<file path="config.mk">
export PLATFORM = sky130hd
export DESIGN_NAME = dac_spi_writer
export DESIGN_NICKNAME = d
export VERILOG_FILES = /design/src/rtl/dac_spi_writer.sv
export SDC_FILE = /design/constraint.sdc
export NUM_CORES = 1
export LEC_CHECK = 0
export ABC_AREA = 1
export BUFFER_PORTS_ARGS = -buffer_cell sky130_fd_sc_hd__buf_2
export CAP_MARGIN = 5
export CORE_MARGIN = 2
export CORE_UTILIZATION = 30
export DETAILED_ROUTE_END_ITERATION = 10
export PLACE_DENSITY_LB_ADDON = 0.12
export REMOVE_ABC_BUFFERS = 1
export SLEW_MARGIN = 0
export SYNTH_ARGS = -nofsm -noshare
export SYNTH_HDL_FRONTEND = slang
export SYNTH_SLANG_ARGS = --single-unit
</file>
<file path="constraint.sdc">
create_clock -name clk -period 3.15 [get_ports clk]
set_input_delay 0.945 -clock clk [delete_from_list [all_inputs] [get_ports clk]]
set_output_delay 0.945 -clock clk [all_outputs]
set_load 0.02 [all_outputs]
</file>
<file path="src/rtl/dac_spi_writer.sv">
// -----------------------------------------------------------------------------
// dac_spi_writer
//
// Serial back-end for the DAC path. Takes one two's-complement DAC code per
// transaction and builds a 24-bit frame {CMD, channel nibble, left-justified
// code}. It shifts the frame out MSB first to an external multi-channel SPI
// DAC. After the frame it can give an optional active-low LDAC pulse, so that
// several channels can be loaded first and then updated together.
//
// Ports:
//   clk, rst_n    system clock (rising edge), asynchronous active-low reset
//   code_in       DAC code, two's complement, DAC_WIDTH bits
//   ch_in         target DAC channel, CH_WIDTH bits
//   ldac_in       1 = pulse ldac_n after this frame
//   in_valid      transaction request
//   in_ready      block can accept (IDLE, or the DONE cycle)
//   sclk          SPI clock, idle low
//   sdi           SPI data, MSB first
//   cs_n          SPI chip select, active low
//   ldac_n        DAC load strobe, active low
//   busy          high from the cycle after accept until done
//   done          one-cycle pulse at the end of a transaction
//   dbg_state     current FSM state (IDLE=0 SHIFT=1 CS_HOLD=2 LDAC=3 DONE=4)
//
// Handshake: a transaction is accepted on a rising clk edge where
// in_valid && in_ready. code_in, ch_in and ldac_in are captured on that edge.
// Changes to them later are ignored. in_valid while in_ready is low is
// dropped, not queued. in_ready is also high in the DONE cycle, so a new
// request can be accepted back-to-back with no idle cycle.
// -----------------------------------------------------------------------------
module dac_spi_writer #(
    parameter int unsigned DAC_WIDTH     = 14,
    parameter int unsigned CLK_DIV       = 2,
    parameter int unsigned CH_WIDTH      = 2,
    parameter logic [3:0]  CMD           = 4'h3,
    parameter bit          OFFSET_BINARY = 1'b1
) (
    input  logic                 clk,
    input  logic                 rst_n,
    input  logic [DAC_WIDTH-1:0] code_in,
    input  logic [CH_WIDTH-1:0]  ch_in,
    input  logic                 ldac_in,
    input  logic                 in_valid,
    output logic                 in_ready,
    output logic                 sclk,
    output logic                 sdi,
    output logic                 cs_n,
    output logic                 ldac_n,
    output logic                 busy,
    output logic                 done,
    output logic [2:0]           dbg_state
);

    typedef enum logic [2:0] {
        IDLE    = 3'd0,
        SHIFT   = 3'd1,
        CS_HOLD = 3'd2,
        LDAC    = 3'd3,
        DONE    = 3'd4
    } state_t;

    // The phase counter must hold values up to 2*CLK_DIV-1 (one full bit).
    localparam int unsigned        CNT_W      = $clog2(2 * CLK_DIV) + 1;
    localparam logic [CNT_W-1:0]   HALF_LAST  = CNT_W'(CLK_DIV - 1);
    localparam logic [CNT_W-1:0]   BIT_LAST   = CNT_W'(2 * CLK_DIV - 1);
    localparam logic [CNT_W-1:0]   HIGH_START = CNT_W'(CLK_DIV);

    // XOR with the MSB turns two's complement into offset binary.
    localparam logic [DAC_WIDTH-1:0] MSB_MASK =
        OFFSET_BINARY ? (DAC_WIDTH'(1) << (DAC_WIDTH - 1)) : '0;

    state_t             state_q, state_d;
    logic [CNT_W-1:0]   cnt_q, cnt_d;
    logic [4:0]         bit_q, bit_d;
    logic [23:0]        shift_q, shift_d;
    logic               ldac_q, ldac_d;

    logic [DAC_WIDTH-1:0] code_ob;
    logic [15:0]          data_field;
    logic [23:0]          frame;
    logic                 accept;

    // Frame assembly: the code sits left-justified in the 16-bit data field.
    assign code_ob    = code_in ^ MSB_MASK;
    assign data_field = 16'(code_ob) << (16 - DAC_WIDTH);
    assign frame      = {CMD, 4'(ch_in), data_field};

    assign in_ready = (state_q == IDLE) || (state_q == DONE);
    assign accept   = in_valid && in_ready;

    always_ff @(posedge clk or negedge rst_n) begin
        if (!rst_n) begin
            state_q <= IDLE;
            cnt_q   <= '0;
            bit_q   <= '0;
            shift_q <= '0;
            ldac_q  <= 1'b0;
        end else begin
            state_q <= state_d;
            cnt_q   <= cnt_d;
            bit_q   <= bit_d;
            shift_q <= shift_d;
            ldac_q  <= ldac_d;
        end
    end

    always_comb begin
        state_d = state_q;
        cnt_d   = cnt_q;
        bit_d   = bit_q;
        shift_d = shift_q;
        ldac_d  = ldac_q;

        case (state_q)
            IDLE, DONE: begin
                cnt_d = '0;
                if (accept) begin
                    state_d = SHIFT;
                    bit_d   = 5'd23;
                    shift_d = frame;
                    ldac_d  = ldac_in;
                end else begin
                    state_d = IDLE;
                end
            end

            // One bit is CLK_DIV cycles low, then CLK_DIV cycles high. The
            // shift happens on the edge that ends the high phase, so the next
            // bit appears on sdi together with the falling sclk edge.
            SHIFT: begin
                if (cnt_q == BIT_LAST) begin
                    cnt_d = '0;
                    if (bit_q == 5'd0) begin
                        state_d = CS_HOLD;
                    end else begin
                        bit_d   = bit_q - 5'd1;
                        shift_d = {shift_q[22:0], 1'b0};
                    end
                end else begin
                    cnt_d = cnt_q + CNT_W'(1);
                end
            end

            CS_HOLD: begin
                if (cnt_q == HALF_LAST) begin
                    cnt_d   = '0;
                    state_d = ldac_q ? LDAC : DONE;
                end else begin
                    cnt_d = cnt_q + CNT_W'(1);
                end
            end

            LDAC: begin
                if (cnt_q == HALF_LAST) begin
                    cnt_d   = '0;
                    state_d = DONE;
                end else begin
                    cnt_d = cnt_q + CNT_W'(1);
                end
            end

            default: begin
                state_d = IDLE;
                cnt_d   = '0;
            end
        endcase
    end

    // Outputs decode from registered state only. Because reset clears the
    // state asynchronously, the SPI pins go to their idle levels at once.
    assign busy      = (state_q == SHIFT) || (state_q == CS_HOLD) || (state_q == LDAC);
    assign done      = (state_q == DONE);
    assign cs_n      = (state_q != SHIFT);
    assign sclk      = (state_q == SHIFT) && (cnt_q >= HIGH_START);
    assign sdi       = (state_q == SHIFT) && shift_q[23];
    assign ldac_n    = (state_q != LDAC);
    assign dbg_state = state_q;

endmodule

</file>
**Word level (Yosys, flattened, before mapping)**

Index checks and enable logic that the tools add are counted.

- Bits in registers: 36
- Output and inout port bits: 10
- Word-level logic and storage cells: 55

- Add/subtract/negate cells: 2
- Magnitude comparators: 1
- Eq/ne operators: 14
- Multiplexer cells: 18
- Bitwise logic cells: 1
- Reductions and logical operators: 14

Operators with widths:

| kind | number |
|---|---|
| 2-to-1 mux 24 bit | 3 |
| case mux 24 bit (2 select lines) | 1 |
| 2-to-1 mux 3 bit | 7 |
| 2-to-1 mux 5 bit | 3 |
| != test 2 bit, second input constant | 6 |
| case mux 3 bit (4 select lines) | 1 |
| case mux 5 bit (2 select lines) | 1 |
| == test 3 x 2 -> 1 bit, second input constant | 3 |
| AND reduction 4 bit | 2 |
| == test 3 x 1 -> 1 bit, second input constant | 2 |
| case mux 3 bit (2 select lines) | 1 |
| logical NOT 5 bit | 1 |
| subtractor 5 x 1 -> 5 bit, second input constant | 1 |
| OR reduction 2 bit | 2 |
| adder 3 x 1 -> 3 bit, second input constant | 1 |
| == test 3 bit, second input constant | 1 |
| greater-or-equal comparator 3 x 2 -> 1 bit, second input constant | 1 |
| logical AND 1 bit | 3 |
| logical NOT 3 bit | 1 |
| logical OR 1 bit | 3 |
| != test 3 x 1 -> 1 bit, second input constant | 1 |
| != test 3 x 2 -> 1 bit, second input constant | 1 |
| AND reduction 2 bit | 1 |
| nonzero test 2 bit | 1 |
| 2 further kinds | 2 |

**Longest topological paths before layout**

- Word-level depth: 5
- Gate-level depth with buffers: 9

**Worst setup path before layout**

OpenSTA, ideal clock, no wires.

- Path kind: register -> output
- Start point: register state_q[0] (netlist: dbg_state[0])
- End point: output port sclk
- Data arrival time: 1314 ps
- Required time: 2205 ps
- Setup slack: 891 ps
- Cell stages (with the launch flop): 4
- Cells stage by stage: dfrtp_1 nand3_2 buf_2 nor2_1

- Word-level cells in the longest chain between the ends: 2

RTL lines:

| item | RTL line | text |
|---|---|---|
| from (decl) | 72 | `state_t state_q, state_d;` |
| from (signal assigned) | 99 | `state_q <= state_d;` |
| == test 3 x 1 -> 1 bit | 174 | `assign sclk = (state_q == SHIFT) && (cnt_q >= HIGH_START);` |
| logical AND 1 bit | 174 |  |
| to (decl) | 45 | `output logic sclk,` |

Every way passes these cells.

**Final worst setup path**

- Start point: register state_q[1] (netlist: dbg_state[1])
- End point: output port sclk

The elaborated chain is that of the path after synthesis.

==> flow_summary.toml <==
[run_status]
outcome = "finished, final reports clean"

[logic_synthesis]
muxShareOfSynthArea_pct = 0
yosys.area_share.xor_xnor_pct = 0.466
ys.warnings.count = 0
synth_area_leader_cell = "dfrtp_1"
synthAdderAreaFrac_pct = 4.00
ys_types = 21
syn_area_per_cell_um2 = 7.34
synthTopCellsByArea = "dfrtp_1, nand2_1, nand3_1"
synthSimpleGateAreaFrac_pct = 40.1
synth-edff-count = 0
netlist_top_cells_count = "nand2_1, dfrtp_1, nand3_1"
ys_ff_latch = 34
synth_compound_area_share_pct = 2.66
ys_seq_area_share_pct = 45.3
yosysMostFrequentCell = "nand2_1"
syn_area_um2 = 1880
synthFlopType = "dfrtp_1"
synthArstFlopShare_pct = 100
synth_top_family_by_area = "simple AND/OR/NAND/NOR gates"
netlist_instances = 256
synth_top_area_share_pct = 45.3

[global_routing]
met3_usage_pct = 3.78
grt_pass1_vias = 1542
grt_use_total_pct = 12.8
grt_use_met2_pct = 20.1
use_met1_pct = 17.2
overflow = 0
grt_max_degree = 35
antenna_found_initial = 0
grt_busiest_layer = "met2"
grt_pass1_wl_um = 7290

[pwr]
netSwitchingPower_uw = 1000
pwr-share-comb_pct = 48.8
peakVddDrop_mv = 0.386
p_leak_uw = 0.00120
p_sw_share_pct = 46.8
p_clk_share_pct = 15.7
p_per_area_nw_per_um2 = 991
sequentialPowerShare_pct = 35.5
internal-power_uw = 1140

[critical_path]
critPathArrivalTime_ns = 1.33
crit_fanout = 7
critPathLaunchType = "register"
max_stage_delay_ns = 0.44
crit_family = "flip-flops"
reg2reg_depth = 9
critical_path.slowest_cell = "dfrtp_1"
critPathRequiredTime_ns = 2.20
path_buf_inv = 2
crit_chain = "inv_2 -> nand3_2 -> nor2_1 -> buf_2"
cp.depth = 4
crit_type = "register to output pin"
endpoint_kind = "output pin"

[timing]
setup_viol = 0
timing.fmax_mhz = 439
hold_viol = 0
post-route-min-period_ns = 2.28
worst_pin_slew_ns = 0.788
setup_tns_ns = 0
period_share_pct = 72.3
clock_skew_ns = 0.00468
relSlewSlack_pct = 47.5
fin_ws_ns = 0.874
rsz0062_at_grt = "false"
finalMaxSlewViolations = 0

[place]
hpwl_um = 2630
io_buffer_count = 29
dp_slack_ns = 1.05
place_congestion = 0.730

[detailed_routing]
ant_nets = 0
drc = 0
route.vias.total = 1606
wl_um = 4160
dr.pass1.iters = 4
drtIter0Drc = 92
wl_per_cell_um = 11.6
detail_route.vias_per_cell = 4.46

[floorplanning]
die_h_um = 83.1
row_count = 28
dieArea_um2 = 6910
core_area_um2 = 5990
die_w_um = 83.1
floorplan.initialDensity_pct = 31.3
io-pin-count = 30

[job]
cap_violations = 0

[clock_tree]
clock_sinks = 34
clkLatencyLatePin_ns = 0.28
ctsResizeCount = 0
clk_pin_slew_ns = 0.07
cts_max_path_buffers = 2
tritoncts = "yes"
postCtsHoldBufs = 0
cts_buffers = 5
h-tree-depth = 2
root_buffer = "clkbuf_8"
postCtsSetupRepairBufs = 0

[final_layout]
final_nets = 310
fill_cells = 648
drive_gt1_share_pct = 17.9
syn_to_final_growth_pct = 15.1
antenna_cells = 0

[worst_hold_path]
whs_path_depth = 2
holdCritPathClass = "register to register"
[metal layers]
| metal | routed length (µm) | vias up | part of all wire, % |
|---|---|---|---|
| met2 | 1870 | 28 | 45 |
| met5 | 0 | - | 0 |
| met1 | 2070 | 727 | 50 |
| li1 | - | 847 | - |
| met3 | 186 | 4 | 4.5 |
| met4 | 38 | 0 | 0.91 |
[cell families after synthesis]
logic type,count (synthesis)
and+or+nand+nor,174
DFF,34
buffers and inverters,31
AOI/OAI and AO/OA,10
adders and majority gates,6
xor gates and xnor gates,1
[flip-flops by register name, summed over array words and instances (netlist names)]
register and flops:
cnt_q 3, bit_q 5, ldac_q 1, shift_q 22, dbg_state 3
[power groups by stage]
stage	registers, µW	clock network [µW]	logic [µW]
floorplan	758	0	767
global placement	768	0	1060
detailed placement	766	0	1070
CTS	760	352	1070
global route	787	368	1220
finish	760	337	1040
[worst reg2reg max path, stage by stage, from the launching register on]
cell and delay (ns):
dfrtp_1 0.37, inv_1 0.13, nand2_1 0.10, nor2_2 0.09
buf_4 0.26, nand2_2 0.14, nand2_4 0.28, nand2_4 0.27
nand2_1 0.14, nand2_1 0.05
[metrics by stage]
step	hold WS, ns	util, %	power, µW	instance area (µm²)	std cells
detailed placement	0.451	34.6	1840	2070	352
finish	0.472	36.1	2140	2160	360
global route	0.491	36.1	2380	2160	360
global placement	0.453	34.6	1830	2070	352
floorplan	0.434	-	1520	1820	246
CTS	0.470	36.1	2180	2160	360
[final timing paths]
path | from | slack [ns] | to
min | shift_q[18]$_DFFE_PN0P_ | 0.47 | shift_q[18]$_DFFE_PN0P_
min in group asynchronous | rst_n | 0.75 | shift_q[2]$_DFFE_PN0P_
max reg2reg | dbg_state[2]$_DFFE_PN0P_ | 1.19 | shift_q[2]$_DFFE_PN0P_
max | dbg_state[1]$_DFFE_PN0P_ | 0.87 | sclk
min reg2reg | shift_q[18]$_DFFE_PN0P_ | 0.47 | shift_q[18]$_DFFE_PN0P_
max in group asynchronous | rst_n | 1.91 | shift_q[13]$_DFFE_PN0P_
[area by class of cell]
cell class / instances / area (µm²) / area share [%]
multi-input combinational: 191 / 887 / 41.0
clock buffer: 7 / 86.3 / 3.99
timing repair buffer: 31 / 160 / 7.41
sequential: 34 / 851 / 39.4
tap: 75 / 93.8 / 4.34
clock inverter: 1 / 5.00 / 0.231
inverter: 21 / 78.8 / 3.65
[cells in the final DEF, fill, tap and decap left out, types with 2 or more instances in the layout]
master    Yosys  routed
nand2_4       2       2
a21oi_1       3       3
clkbuf_8      0       6
nor2_2        3       3
or2_2         2       2
buf_4         0       2
nand2_1     116     116
o21ai_0       7       7
inv_2         2       2
inv_1        19      19
ha_1          6       6
nor2_1       15      15
nand3_1      31      31
dfrtp_1      34      34
buf_2         7      29
Power figures use the tool's default switching activity.
